`config.mk`:
```
export PLATFORM = sky130hd
export DESIGN_NAME = handshake_mux
export DESIGN_NICKNAME = d
export VERILOG_FILES = /design/src/rtl/handshake_mux.sv
export SDC_FILE = /design/constraint.sdc
export NUM_CORES = 1
export LEC_CHECK = 0
export ABC_AREA = 1
export CORE_ASPECT_RATIO = 0.5
export CORE_MARGIN = 8
export CORE_UTILIZATION = 28
export CTS_BUF_LIST = sky130_fd_sc_hd__clkbuf_8 sky130_fd_sc_hd__clkbuf_16
export CTS_CLUSTER_DIAMETER = 40
export CTS_CLUSTER_SIZE = 10
export DETAILED_ROUTE_END_ITERATION = 8
export SLEW_MARGIN = 15
export SYNTH_ARGS = -nofsm -noshare
export SYNTH_HDL_FRONTEND = slang
export SYNTH_SLANG_ARGS = --single-unit
export TNS_END_PERCENT = 1
```
`constraint.sdc`:
```
create_clock -name clk -period 4.5 [get_ports clk]
set_input_delay 0.9 -clock clk [delete_from_list [all_inputs] [get_ports clk]]
set_output_delay 0.9 -clock clk [all_outputs]
set_load 0.05 [all_outputs]
```
`src/rtl/handshake_mux.sv`:
```
// Select-token driven N:1 handshake multiplexer feeding a 2-entry output FIFO.
// A token on sel picks which data input is forwarded; out-of-range tokens are consumed and flagged.
module handshake_mux #(
    parameter  int WIDTH      = 32,
    parameter  int NUM_INPUTS = 2,
    localparam int SEL_WIDTH  = $clog2(NUM_INPUTS)
) (
    input  logic                          clk,
    input  logic                          rst_n,
    input  logic                          sel_valid,
    output logic                          sel_ready,
    input  logic [SEL_WIDTH-1:0]          sel_data,
    input  logic [NUM_INPUTS-1:0]         in_valid,
    output logic [NUM_INPUTS-1:0]         in_ready,
    input  logic [NUM_INPUTS*WIDTH-1:0]   in_data,
    output logic                          out_valid,
    input  logic                          out_ready,
    output logic [WIDTH-1:0]              out_data,
    output logic                          sel_err
);

    logic [1:0]            count_reg;
    logic [1:0]            count_next;
    logic                  rd_ptr_reg;
    logic                  wr_ptr_reg;
    logic                  out_valid_reg;
    logic                  sel_err_reg;
    logic [WIDTH-1:0]      mem_reg [2];

    logic [NUM_INPUTS-1:0] sel_hit;
    logic                  in_range;
    logic                  sel_avail;
    logic                  space;
    logic                  fire;
    logic                  illegal;
    logic                  pop;
    logic [WIDTH-1:0]      push_data;

    // One-hot decode of the select token; an all-zero result means out of range.
    generate
        for (genvar gi = 0; gi < NUM_INPUTS; gi++) begin : g_decode
            assign sel_hit[gi] = (sel_data == SEL_WIDTH'(gi));
        end
    endgenerate

    assign in_range  = |sel_hit;
    assign sel_avail = |(sel_hit & in_valid);
    // Space deliberately ignores out_ready so no ready output depends on it.
    assign space     = (count_reg != 2'd2);
    assign fire      = rst_n & sel_valid & sel_avail & space;
    assign illegal   = rst_n & sel_valid & ~in_range;
    assign pop       = out_valid_reg & out_ready;

    assign sel_ready = fire | illegal;
    assign in_ready  = fire ? sel_hit : '0;

    always_comb begin
        push_data = '0;
        for (int i = 0; i < NUM_INPUTS; i++) begin
            if (sel_hit[i]) begin
                push_data = in_data[i*WIDTH +: WIDTH];
            end
        end
    end

    always_comb begin
        count_next = count_reg + {1'b0, fire} - {1'b0, pop};
    end

    always_ff @(posedge clk or negedge rst_n) begin
        if (!rst_n) begin
            count_reg     <= 2'd0;
            rd_ptr_reg    <= 1'b0;
            wr_ptr_reg    <= 1'b0;
            out_valid_reg <= 1'b0;
            sel_err_reg   <= 1'b0;
        end else begin
            count_reg     <= count_next;
            out_valid_reg <= (count_next != 2'd0);
            if (fire) begin
                wr_ptr_reg <= ~wr_ptr_reg;
            end
            if (pop) begin
                rd_ptr_reg <= ~rd_ptr_reg;
            end
            if (illegal) begin
                sel_err_reg <= 1'b1;
            end
        end
    end

    // Storage carries no reset; the head is masked to zero whenever it is not valid.
    always_ff @(posedge clk) begin
        if (fire) begin
            mem_reg[wr_ptr_reg] <= push_data;
        end
    end

    assign out_valid = out_valid_reg;
    assign out_data  = out_valid_reg ? mem_reg[rd_ptr_reg] : '0;
    assign sel_err   = sel_err_reg;

endmodule

```
[After elaboration in Yosys (flattened, before gate mapping)]
Memories as Yosys holds them, arrays and structs flattened.
Index checks and enable logic that the tools add are counted.
Cells by class
  add/subtract/negate cells: 2
  eq/ne operators: 1
  mux-type cells: 5
  bitwise gates (word level): 8
  reductions and logical operators: 2
Operators with widths (count)
  two-way mux 32 bit: 2
  AND 1 bit: 4
  NOT 1 bit: 3
  adder 2 x 1 -> 2 bit: 1
  AND 2 bit: 1
  two-way mux 1 bit: 2
  two-way mux 2 bit: 1
  != test 2 bit, second input constant: 1
  nonzero test 2 bit: 1
  OR reduction 2 bit: 1
  subtractor 2 x 1 -> 2 bit: 1
Storage, ports and cells
  bits in registers: 5
  memory bits (writable): 64
  bits of input ports: 71
  word-level logic and storage cells: 23
  memories kept: 1
Memory list
  mem_reg: words 2, bits a word 32, read ports 1, clocked after memory_dff 0, write ports 1, line 28  | logic [WIDTH-1:0] mem_reg [2];

[Longest topological paths before layout]
Gate-level depths: netlist of the first run.
  depth after elaboration: 8
  depth in mapped cells: 9
  mapped depth without buffers: 9

[Worst setup path before layout of the first run]
Ideal clock, no wire load.
  path type: input-to-reg
  start point: input sel_data
  end point: memory mem_reg[0][0] (enable)
  data arrival time: 2645 ps
  required time: 4079 ps
  path slack: 1434 ps
  stages on the path: 6
  path buffers: 1
  cell sequence: buf_6 > inv_4 > nand2_2 > nand2_4 > nand2_4 > nor2_1
On the way
  word-level cells in the longest chain between the ends: 7
RTL lines
  from (decl): line 12  | input logic [SEL_WIDTH-1:0] sel_data,
  NOT 1 bit: line 42  | assign sel_hit[gi] = (sel_data == SEL_WIDTH'(gi));
  AND 2 bit (*): line 47  | assign sel_avail = |(sel_hit & in_valid);
  OR reduction 2 bit (*): line 47
  AND 1 bit (*) (2 in a row): line 50  | assign fire = rst_n & sel_valid & sel_avail & space;
  two-way mux 1 bit (*): line 94  | if (fire) begin
  two-way mux 1 bit (implied by the code) (*): line 95  | mem_reg[wr_ptr_reg] <= push_data;
  to (decl): line 28
Every way passes the cells marked *; elsewhere a longest branch is shown, timed or not.

[Final worst setup path of the first run]
  start point: register out_valid_reg (netlist: out_valid)
  end point: output out_data[22]
On the way
  word-level cells in the longest chain between the ends: 1
RTL lines
  from (decl): line 26  | logic out_valid_reg;
  from (signal assigned): line 79  | out_valid_reg <= (count_next != 2'd0);
  two-way mux 32 bit: line 100  | assign out_data = out_valid_reg ? mem_reg[rd_ptr_reg] : '0;
  to (decl): line 18  | output logic [WIDTH-1:0] out_data,
Every way passes these cells.

==> results of run 1 <==
[stage by stage]
stage | area, sq um | instances | utilization [%]
2_1_floorplan | 3090 | 315 | -
3_3_place_gp | 4300 | 551 | 39.5
3_5_place_dp | 4300 | 551 | 39.5
4_1_cts | 4590 | 567 | 42.2
5_1_grt | 4590 | 567 | 42.2
6_report | 4590 | 567 | 42.2
[synth_stat cells]
library cell	n
conb_1	1
nor2_1	68
nand3_1	2
nand2_1	106
o21ai_0	32
a21oi_2	1
clkbuf_1	3
inv_4	1
buf_6	1
nor2_2	2
inv_1	8
nand2_2	1
xor2_1	1
buf_2	9
ha_1	1
nand2_4	2
clkbuf_2	3
buf_4	1
edfxtp_1	64
nand4_1	1
inv_2	2
dfrtp_1	5
[metal layers]
metal	vias up	track usage (%)
met1	1086	10.9
met5	-	0
li1	1234	-
met2	30	20.7
met4	0	3.58
met3	9	3.41
[cell type report]
type,count,area share (%)
inverter,11,0.955
multi-input combinational,218,20.0
clock buffer,9,4.91
tap,145,3.96
timing repair buffer,108,24.1
clock inverter,7,1.45
sequential,69,44.6
[final timing paths]
check / depth (start not counted) / startpoint / to
setup / recovery: 3 / out_valid / out_data[22]
hold / removal: 2 / wr_ptr_reg / wr_ptr_reg
setup reg to reg: 7 / out_valid / out_valid
hold reg to reg: 2 / wr_ptr_reg / wr_ptr_reg
max in group asynchronous: 1 / rst_n / out_valid
min in group asynchronous: 1 / rst_n / wr_ptr_reg
[power by group]
group | switching (mW) | internal, mW | leakage (nW) | total (mW)
registers | 0.0626 | 0.767 | 0.637 | 0.829
clock network | 0.240 | 0.424 | 0.135 | 0.664
logic | 0.911 | 0.421 | 1.03 | 1.33
total | 1.21 | 1.61 | 1.80 | 2.83
[logic make-up after synthesis]
family	Yosys count	synth area share [%]
flops	69	66.3
simple gates	182	23.0
fa+ha+maj	1	0.405
compound gates	33	5.47
buf+inv	28	4.34
other cells	1	0.122
xor+xnor	1	0.284
[worst max-delay path: stages, from the launching register on]
cell and delay, ns:
dfrtp_1 0.99, o21ai_0 0.23, nor2_1 0.18, clkdlybuf4s50_1 0.84
==> reports/results.ini, run 1 <==
[drt]
drt_wl_total_mm=7.79
vias=2359
drcViolationCount=0
top_layer=met4
routed-wl-met3_microns=405
wl_met1_mm=2.89
drt_iter0_drc=128
viasPerCell=4.16
drtPass1Iterations=4
wl_met2_mm=4.41
wl_per_cell_microns=13.7
drtAntennaViolNets=0

[synth]
yosys_warnings=0
syn-num-nets=387
synth-seq-cells=69
syn_avg_cell_area_sq_um=9.80
seq_area_frac_synth_pct=66.3
synthDistinctLibCells=22
synth.top_cell.area_share_pct=62.3
syn-instance-count=315
synth_top_cell_by_area=edfxtp_1
synth.area.top_cells=edfxtp_1 62%, nand2_1 13%, nor2_1 8.3%, o21ai_0 5.2%, dfrtp_1 4.1%
syn_area_sq_mm=0.00309

[timing]
fin_worst_skew_ns=0.00187
finalCritPeriodShare_pct=77.3
drv_slew=0
slew_headroom_pct=33.2
finalSetupViolations=0
hold_viol=0
rsz0062_at_grt=false
period_minus_slack_ns=3.48
postLayoutSetupSlackWorst_ns=1.02
holdWs_ns=0.581
worst_pin_slew_ns=1.00
setup_tns_ns=0
fmax_mhz=287

[clock_network]
cts_max_level=3
cts.reportedPaths.clkPinSlew_ns=0.05
clkLatencyLatePin_ns=0.32
clockBufferDepth=2
cts.sinks=69
numCtsBuffers=9
cts_tree=built
post-cts-setup-buffers=0
cts-root-buf=clkbuf_16
ctsHoldBuffers=0
post_cts_resized=0

[layout]
nNetsFinal=489
antenna_cells=0
drive_gt1_share_pct=7.11
final_common_cell=nand2_1
multi_input_area_sq_um=917
areaGrowthSynthToFinish_pct=48.7
register_area_sq_mm=0.00205
final_cell_mix=106 x nand2_1, 103 x clkdlybuf4s50_1, 67 x nor2_1, 64 x edfxtp_1, 32 x o21ai_0
largest_reg_flops=64
fillerInstances=1052

[floorplan]
rows=27
initial_core_util_pct=28.4
dieArea_sq_mm=0.0148
fp.dieW_microns=164
io_pins=108
die_h_microns=90.2
core_area_sq_mm=0.0109

[worst_setup_path]
cp-start-kind=flip-flop
arrival_ns=2.58
critPathKind=reg -> out
setup.worst_path.end_class=output port
critical_path.max_fanout=34
reg2reg_slack_ns=2.49
required_ns=3.60

[power_and_ir_drop]
power.total_mw=2.83
powerDensity_mw_per_mm2=616
p_leak_nw=1.80
ir_drop_mv=0.208

[grt]
grt_pass1_vias=2509
grt_pass1_wl_mm=12.7
track_usage_pct=10.8
grt_max_degree=35
grt-ovfl-total=0
antenna_found_initial=0

[place]
pre_cts_slack_ns=1.05
port_buffers=106
place.detailed.hpwl_mm=5.49
routabilityCongestion=0.695

[outcome]
status=finished, final reports clean

[flow_run]
drv_cap=0

[hold_path]
hold_class=reg -> reg

(Power assumes the default switching activity.)
==> inputs of run 2 (changes only) <==
==> constraint.sdc (replaced) <==
create_clock -name clk -period 3.1 [get_ports clk]
set_input_delay 0.62 -clock clk [delete_from_list [all_inputs] [get_ports clk]]
set_output_delay 0.62 -clock clk [all_outputs]
set_load 0.05 [all_outputs]
==> reports/results.ini, run 2 (synthesis gave the netlist of run 1 again) <==
[clock_network]
cts.reportedPaths.clkPinSlew_ns=0.05  ; about the same
clockBufferDepth=2  ; unchanged
cts_max_level=3  ; unchanged
cts-root-buf=clkbuf_16
cts_tree=built
post_cts_resized=0  ; unchanged
post-cts-setup-buffers=0  ; unchanged
clkLatencyLatePin_ns=0.32  ; about the same
numCtsBuffers=9  ; unchanged
ctsHoldBuffers=0  ; unchanged
cts.sinks=69  ; unchanged

[power_and_ir_drop]
internal_power_mw=2.57  ; +60%
p_sw_mw=1.82  ; +50%
ir_drop_mv=0.401  ; +93%
p_comb_share_pct=47.4  ; +0.3 points
power_frac_clock_pct=26.1  ; +2.6 points
powerDensity_mw_per_mm2=934  ; +52%
seqPwrFrac_pct=26.5  ; -2.9 points
switching_share_pct=41.5  ; -1.5 points
p_leak_nw=1.93  ; +6.7%

[timing]
fmax_mhz=378
finalSetupViolations=0  ; unchanged
hold_viol=0  ; unchanged
finalCritPeriodShare_pct=85.5
drv_slew=0  ; unchanged
worst_pin_slew_ns=0.611  ; -0.391 ns
period_minus_slack_ns=2.65
slew_headroom_pct=59.2  ; +26 points
holdWs_ns=0.534  ; -0.0478 ns
fin_worst_skew_ns=0.00435  ; +0.00248 ns
rsz0062_at_grt=false
setup_tns_ns=0  ; unchanged

[drt]
wl_per_cell_microns=13.9  ; +1.5%
drtPass1Iterations=4  ; unchanged
drt_iter0_drc=102  ; -20%
drtAntennaViolNets=0  ; unchanged
vias=2388  ; +1.2%
viasPerCell=4.17  ; +0.34%
drcViolationCount=0  ; unchanged
drt_wl_total_mm=7.98  ; +2.4%

[worst_setup_path]
crit_path_end=in_ready[0]
crit_start=rst_n
reg2reg_to=out_valid
cp-start-kind=input pin
required_ns=2.48  ; -1.12 ns
reg2reg_slack_ns=1.45  ; -1.04 ns
r2r-start=out_valid
arrival_ns=2.03  ; -0.55 ns
critical_path.max_fanout=6  ; -82%
critPathKind=in -> out
reg2reg_depth=7  ; unchanged
setup.worst_path.end_class=output port

[floorplan]
initial_core_util_pct=28.4  ; unchanged
dieArea_sq_mm=0.0148  ; unchanged
io_pins=108  ; unchanged
fp.dieW_microns=164  ; unchanged
core_area_sq_mm=0.0109  ; unchanged
die_h_microns=90.2  ; unchanged
rows=27  ; unchanged

[layout]
largest_reg_flops=64  ; unchanged
nNetsFinal=494  ; +1.0%
final_cell_mix=106 x nand2_1, 71 x clkdlybuf4s50_1, 67 x nor2_1, 64 x edfxtp_1, 32 x o21ai_0
final_common_cell=nand2_1
drive_gt1_share_pct=15.5  ; +8.3 points
areaGrowthSynthToFinish_pct=52.5
antenna_cells=0  ; unchanged

[outcome]
status=finished, final reports clean

[grt]
track_usage_pct=11.1  ; +0.29 points
grt_pass1_wl_mm=13.1  ; +3.3%
antenna_found_initial=0  ; unchanged
grt-ovfl-total=0  ; unchanged
grt_max_degree=34  ; -2.9%
grt_pass1_vias=2588  ; +3.1%

[place]
routabilityCongestion=0.709  ; +2.0%
port_buffers=106  ; unchanged
place.detailed.hpwl_mm=5.69  ; +3.7%

[flow_run]
drv_cap=0  ; unchanged

[hold_path]
hold_class=in -> async

run 2: power by group through the flow:
stage                     sequential, mW  clock, mW  combinational (mW)
after floorplan                     1.18          0                1.29
after global placement              1.18          0                2.11
after detailed placement            1.18          0                2.11
after CTS                           1.16       1.17                2.12
after global routing                1.17       1.21                2.23
final                               1.16       1.15                2.08
run 2: metrics by stage:
| step | worst slack (ns) | total power [mW] | util (%) | cells | cell area, sq um |
|---|---|---|---|---|---|
| after CTS | 0.416 | 4.45 | 43.2 | 572 | 4700 |
| after global routing | 0.295 | 4.61 | 43.2 | 572 | 4700 |
| final | 0.451 | 4.39 | 43.2 | 572 | 4700 |
| after global placement | 0.427 | 3.29 | 40.1 | 556 | 4370 |
| after detailed placement | 0.419 | 3.30 | 40.1 | 556 | 4370 |
| after floorplan | 0.314 | 2.47 | - | 315 | 3090 |
run 2: layout make-up:
class | count | area [sq um]
Clock inverter | 7 | 114
Fill cell | 1038 | 6170
Inverter | 11 | 43.8
Multi-Input combinational cell | 218 | 917
Tap cell | 145 | 181
Clock buffer | 9 | 225
Timing Repair Buffer | 113 | 1180
Sequential cell | 69 | 2050
run 2: critical path, cell delays in order:
cell             delay (ns)
clkdlybuf4s50_1        0.62
nand2_1                0.10
a21oi_2                0.20
nand2_4                0.13
nor2_1                 0.20
buf_12                 0.17
run 2: worst min-delay path by stage:
stage / end / start / slack [ns]
after global placement: wr_ptr_reg / wr_ptr_reg / 0.59
final: count_reg[1] / rst_n / 0.53
after CTS: count_reg[1] / rst_n / 0.54
after global routing: count_reg[1] / rst_n / 0.55
after floorplan: count_reg[0] / rst_n / 0.32
after detailed placement: wr_ptr_reg / wr_ptr_reg / 0.58
run 2: routing by layer:
layer / wire length, microns / vias to the layer above / track usage (%)
met1: 3140 / 1108 / 11.7
met3: 269 / 8 / 2.82
met4: 76 / 0 / 2.91
met2: 4490 / 33 / 21.6
met5: 0 / - / 0
li1: - / 1239 / -
